`config.mk`:
```
export PLATFORM = sky130hd
export DESIGN_NAME = multicycle_control
export DESIGN_NICKNAME = d
export VERILOG_FILES = /design/src/rtl/multicycle_control.sv
export SDC_FILE = /design/constraint.sdc
export NUM_CORES = 1
export LEC_CHECK = 0
export ABC_CLOCK_PERIOD_IN_PS = 3070
export CELL_PAD_IN_SITES_DETAIL_PLACEMENT = 1
export CELL_PAD_IN_SITES_GLOBAL_PLACEMENT = 1
export CORE_MARGIN = 3
export CORE_UTILIZATION = 35
export CTS_BUF_LIST = sky130_fd_sc_hd__clkbuf_8
export DETAILED_ROUTE_END_ITERATION = 6
export MAX_ROUTING_LAYER = met4
export PLACE_DENSITY_LB_ADDON = 0.25
export SLEW_MARGIN = 20
export SYNTH_ARGS = -nofsm -noshare
export SYNTH_HDL_FRONTEND = slang
export SYNTH_SLANG_ARGS = --single-unit
```
`constraint.sdc`:
```
create_clock -name clk -period 3.07 [get_ports clk]
set_clock_uncertainty 0.2 [all_clocks]
set_input_delay 0.921 -clock clk [delete_from_list [all_inputs] [get_ports clk]]
set_output_delay 0.921 -clock clk [all_outputs]
set_load 0.01 [all_outputs]
```
`src/rtl/multicycle_control.sv`:
```
// multicycle_control: multi-cycle RV32I control FSM with memory handshake, timeout and trap
module multicycle_control #(
    parameter int MEM_TIMEOUT = 16,
    parameter int TO_W        = $clog2(MEM_TIMEOUT + 1)
) (
    input  logic       clk,
    input  logic       rst_n,
    input  logic [4:0] opcode,
    input  logic       branch_taken,
    input  logic       mem_ack,
    output logic       mem_req,
    output logic       mem_we,
    output logic       ir_write,
    output logic       pc_write,
    output logic [1:0] pc_sel,
    output logic [1:0] alu_op,
    output logic       alu_src,
    output logic       mem_to_reg,
    output logic       reg_write,
    output logic       trap,
    output logic [1:0] trap_cause,
    output logic [2:0] state
);
    localparam int CW = (TO_W > 0) ? TO_W : 1;

    localparam logic [4:0] OP_LOAD  = 5'b00000;
    localparam logic [4:0] OP_OPIMM = 5'b00100;
    localparam logic [4:0] OP_AUIPC = 5'b00101;
    localparam logic [4:0] OP_STORE = 5'b01000;
    localparam logic [4:0] OP_OP    = 5'b01100;
    localparam logic [4:0] OP_LUI   = 5'b01101;
    localparam logic [4:0] OP_BR    = 5'b11000;
    localparam logic [4:0] OP_JALR  = 5'b11001;
    localparam logic [4:0] OP_JAL   = 5'b11011;

    typedef enum logic [2:0] {
        IDLE      = 3'd0,
        FETCH     = 3'd1,
        DECODE    = 3'd2,
        EXECUTE   = 3'd3,
        MEM       = 3'd4,
        WRITEBACK = 3'd5,
        TRAP      = 3'd6
    } state_t;

    state_t        cur, nxt;
    logic [4:0]    op_q;
    logic [CW-1:0] cnt;
    logic [1:0]    cause_q;
    logic          legal, waiting, timeout, entering, is_br, is_ld, is_st, is_jmp, is_alu;

    assign legal    = opcode inside {OP_LOAD, OP_OPIMM, OP_AUIPC, OP_STORE, OP_OP,
                                     OP_LUI, OP_BR, OP_JALR, OP_JAL};
    assign is_br    = op_q == OP_BR;
    assign is_ld    = op_q == OP_LOAD;
    assign is_st    = op_q == OP_STORE;
    assign is_jmp   = op_q == OP_JAL || op_q == OP_JALR;
    assign is_alu   = op_q == OP_OP || op_q == OP_OPIMM;
    assign waiting  = (cur == FETCH || cur == MEM) && !mem_ack;
    // the limit cycle itself counts as a wait cycle, so trap fires on the MEM_TIMEOUT-th unacked cycle
    assign timeout  = MEM_TIMEOUT > 0 && waiting && cnt == CW'(MEM_TIMEOUT - 1);
    assign entering = nxt != cur && (nxt == FETCH || nxt == MEM);
    assign state    = cur;

    // state, latched opcode, wait counter and trap cause
    always_ff @(posedge clk or negedge rst_n) begin
        if (!rst_n) begin
            cur     <= IDLE;
            op_q    <= '0;
            cnt     <= '0;
            cause_q <= '0;
        end else begin
            cur     <= nxt;
            op_q    <= (cur == DECODE) ? opcode : op_q;
            cnt     <= entering ? '0 : waiting ? cnt + 1'b1 : cnt;
            cause_q <= (nxt == TRAP && cur != TRAP) ? ((cur == DECODE) ? 2'b01 : 2'b10) : cause_q;
        end
    end

    // next-state sequencing
    always_comb begin
        nxt = cur;
        case (cur)
            IDLE:      nxt = FETCH;
            FETCH:     nxt = mem_ack ? DECODE : timeout ? TRAP : FETCH;
            DECODE:    nxt = legal ? EXECUTE : TRAP;
            EXECUTE:   nxt = is_br ? FETCH : (is_ld || is_st) ? MEM : WRITEBACK;
            MEM:       nxt = mem_ack ? (is_ld ? WRITEBACK : FETCH) : timeout ? TRAP : MEM;
            WRITEBACK: nxt = FETCH;
            TRAP:      nxt = TRAP;
            default:   nxt = IDLE;
        endcase
    end

    // datapath controls decoded from state and latched opcode
    always_comb begin
        mem_req    = cur == FETCH || cur == MEM;
        mem_we     = cur == MEM && is_st;
        ir_write   = cur == FETCH && mem_ack;
        pc_write   = (cur == EXECUTE && is_br) || (cur == MEM && mem_ack && is_st) || cur == WRITEBACK;
        pc_sel     = (cur == EXECUTE && is_br && branch_taken) ? 2'b01 :
                     (cur == WRITEBACK && is_jmp) ? 2'b10 : 2'b00;
        alu_op     = (cur != EXECUTE) ? 2'b00 : is_alu ? 2'b10 : is_br ? 2'b01 : 2'b00;
        alu_src    = cur == EXECUTE && !(op_q == OP_OP || is_br);
        mem_to_reg = cur == WRITEBACK && is_ld;
        reg_write  = cur == WRITEBACK;
        trap       = cur == TRAP;
        trap_cause = (cur == TRAP) ? cause_q : 2'b00;
    end
endmodule

```
==> out/results.tsv <==
stage	metric	value	unit
status	outcome	finished clean	
worst_setup_path	rrSetupSlack	0.50	ns
worst_hold_path	hold_depth	1	
worst_hold_path	hold_end	cause_q[0]$_DFFE_PN0P_	
final_layout	drive_above_1_share	16.1	%
worst_setup_path	rr_startpoint	op_q[4]$_DFFE_PN0P_	
cts	post_cts_buffers	0	
power	p_sw	523	uW
timing	fin_tns_setup	0	ns
synth	ys_ff_latch	15	
worst_setup_path	end_kind	output port	
floorplanning	num_rows	18	
worst_setup_path	slowest_stage	clkdlybuf4s50_1	
synth	async_reset_ff_share	100	%
timing	fmax	0.329	GHz
timing	worst_pin_slew	0.692	ns
final_layout	fin_cells	173	
routing	drt-total-wl	2910	um
grt	gr-usage-all-layers	18.2	%
cts	clk_path_buf_depth	2	
final_layout	final_nets	155	
worst_setup_path	path_class	in2out	
routing	wl_per_cell	16.8	um
run	drv_cap	0	
final_layout	regArea	375	um^2
timing	fin_crit	3.04	ns
routing	drt_iter0_drc	19	
worst_setup_path	cp_max_fo	3	
floorplanning	core	2610	um^2
worst_setup_path	required	1.95	ns
synth	synth_cells	110	
power	combPwrFrac	60.2	%
power	p_sw_share	42.5	%
cts	htreeDepth	1	
placed_design	portBuffers	25	
timing	worst_slew_margin_rel	53.8	%
power	pwr-share-clk	12.5	%
worst_hold_path	hold_class	reg2reg	
timing	hold_slack	0.328	ns
floorplanning	die_area	3570	um^2
cts	cts.clk_slew.worst_paths	0.06	ns
timing	hold_viol	0	
worst_setup_path	cp_cell_sequence	clkdlybuf4s50_1, a211o_1, dlygate4sd2_1	
synth	syn_avg_cell_area	9.18	um^2
cts	cts-buffers-inserted	3	
timing	rsz0062_at_grt	false	
synth	yosysSeqAreaShare	37.2	%
synth	synth-edff-count	0	
worst_setup_path	critPathMaxStageDelay	0.44	ns
power	power_density	881	nW/um^2
power	p_leak	0.000621	uW
placed_design	dp.final_hpwl	2300	um
cts	cts.sinks	15	
routing	dr_total_vias	968	
worst_hold_path	hold_start	cause_q[0]$_DFFE_PN0P_	
grt	grt_max_degree	16	
floorplanning	start_util	38.6	%
power	seqPwrFrac	27.2	%
final_layout	fill_cells	309	
placed_design	gp_congestion	0.790	
worst_setup_path	crit_arrival	1.91	ns
placed_design	pre_cts_ws	-0.162	ns
timing	setup_viol_count_final	0	
placed_design	placed_cells	169	
worst_setup_path	r2r-end	cnt[3]$_DFFE_PN0P_	
routing	final_antenna_net_count	0	
routing	dr.pass1.iters	4	
cts	cts_tree	done	
timing	fin_crit_sh	98.9	%
power	internal-power	708	uW
final_layout	antenna_cells	0	
final_layout	multi_input_area	612	um^2
routing	vias_per_cell	5.60	
worst_setup_path	worst-r2r-cell-count	5	
synth	synth_nets	121	
timing	slew_violations	0	
synth	netlist_area	1010	um^2
grt	grt_pass1_vias	1034	
floorplanning	die_h	59.7	um
synth	synth.distinct_cells	39	
timing	timing.final.ws_setup	0.0349	ns
cts	clk_latency	0.24	ns
worst_setup_path	critical_path.startpoint_type	primary input	
power	peakVddDrop	0.545	mV
grt	grt_pass1_wl	4770	um
floorplanning	die_x	59.7	um
routing	drc	0	
synth	synthFlopType	dfrtp_1	
grt	antenna_found_initial	0	
synth	yosysWarnings	0	
cts	cts_root_buf	clkbuf_8	
final_layout	syn_to_final_growth	38.3	%
floorplanning	ios	26	
grt	grt.overflow.total	0	
-- cells in the final DEF (no fill, tap or decap), types with 4 or more instances in the layout --
| master | n |
|---|---|
| clkdlybuf4s50_1 | 20 |
| o21ai_0 | 4 |
| and2_1 | 4 |
| nor2b_1 | 6 |
| dfrtp_1 | 15 |
| mux2_2 | 4 |
| nor3_1 | 6 |
| buf_4 | 9 |
| inv_1 | 4 |
| nand2_1 | 8 |
| nor2_1 | 6 |
| dlygate4sd2_1 | 4 |
| a21oi_1 | 5 |
| and3_1 | 4 |
-- critical path, delay by kind of cell --
kind	cells	cell delay, ns
buf+inv	2	0.72
compound gates	1	0.27
-- cells in the mapped netlist, drive strengths merged (3+ instances only) --
cell	n	area share, %
nor3b	4	3.0
inv	3	1.1
mux2	4	4.5
nand3b	3	2.2
nor3	7	3.5
dfrtp	15	37
a21oi	5	2.5
clkbuf	3	1.1
and3	6	4.0
and2	4	2.5
nor2b	6	3.7
nor2	6	2.2
nand2	8	3.0
xor2	3	2.6
o21ai	4	2.0
-- repair_timing --
item	4_1_cts	5_1_grt
hold buffers	0	0
endpoints found under the setup margin	5	1
resized for setup	6	1
-- cell families after synthesis --
kind of cell	share of synthesized area, %
xor gates and xnor gates	4.34
AOI/OAI and AO/OA	16.1
adders and majority gates	2.48
DFF	37.2
muxes	5.45
and+or+nand+nor	31.2
buffers and inverters	3.22
-- how the worst max path moves through the flow --
stage                                   start         to  slack [ns]  cells past startpoint
final                                 mem_ack   pc_write        0.03                      3
after global routing       state[0]$_DFF_PN0_  alu_op[1]       0.004                      4
after CTS                 op_q[4]$_DFFE_PN0P_     mem_we        0.02                      3
after detailed placement              mem_ack   pc_write       -0.16                      3
after global placement                mem_ack   pc_write       -0.14                      3
after floorplan            state[0]$_DFF_PN0_  pc_sel[0]        0.41                      5
-- per-stage QoR --
stage,power [uW],util [%],area [um^2]
floorplan,769,-,1010
global placement,1040,51.4,1340
detailed placement,1080,51.4,1340
CTS,1240,53.4,1390
global route,1320,53.4,1400
finish,1230,53.4,1400
-- area by class of cell --
type                       count  area share (%)
clock inverter                 1           0.269
clock buffer                   3            2.96
inverter                       3           0.806
multi-input combinational     87            43.8
sequential                    15            26.9
tap                           30            2.69
timing repair buffer          34            22.6
-- power by group through the flow --
stage,combinational [uW],clock [uW],sequential (uW)
2_1_floorplan,430,0,338
3_3_place_gp,710,0,327
3_5_place_dp,742,0,335
4_1_cts,746,158,335
5_1_grt,804,167,346
6_report,741,154,335
-- flip-flops by register name, summed over array words and instances, names as in the netlist --
name and cells:
state 3, op_q 5, cause_q 2, cnt 5
-- layer usage --
metal  vias to the layer above  GRT usage [%]  wire length (um)
li1                        464              -                 -
met1                       480           22.4              1270
met4                         0           4.75                14
met5                         -              -                 0
met2                        22           31.3              1480
met3                         2           2.16               139
No activity file was read; power rests on OpenSTA's default activity.
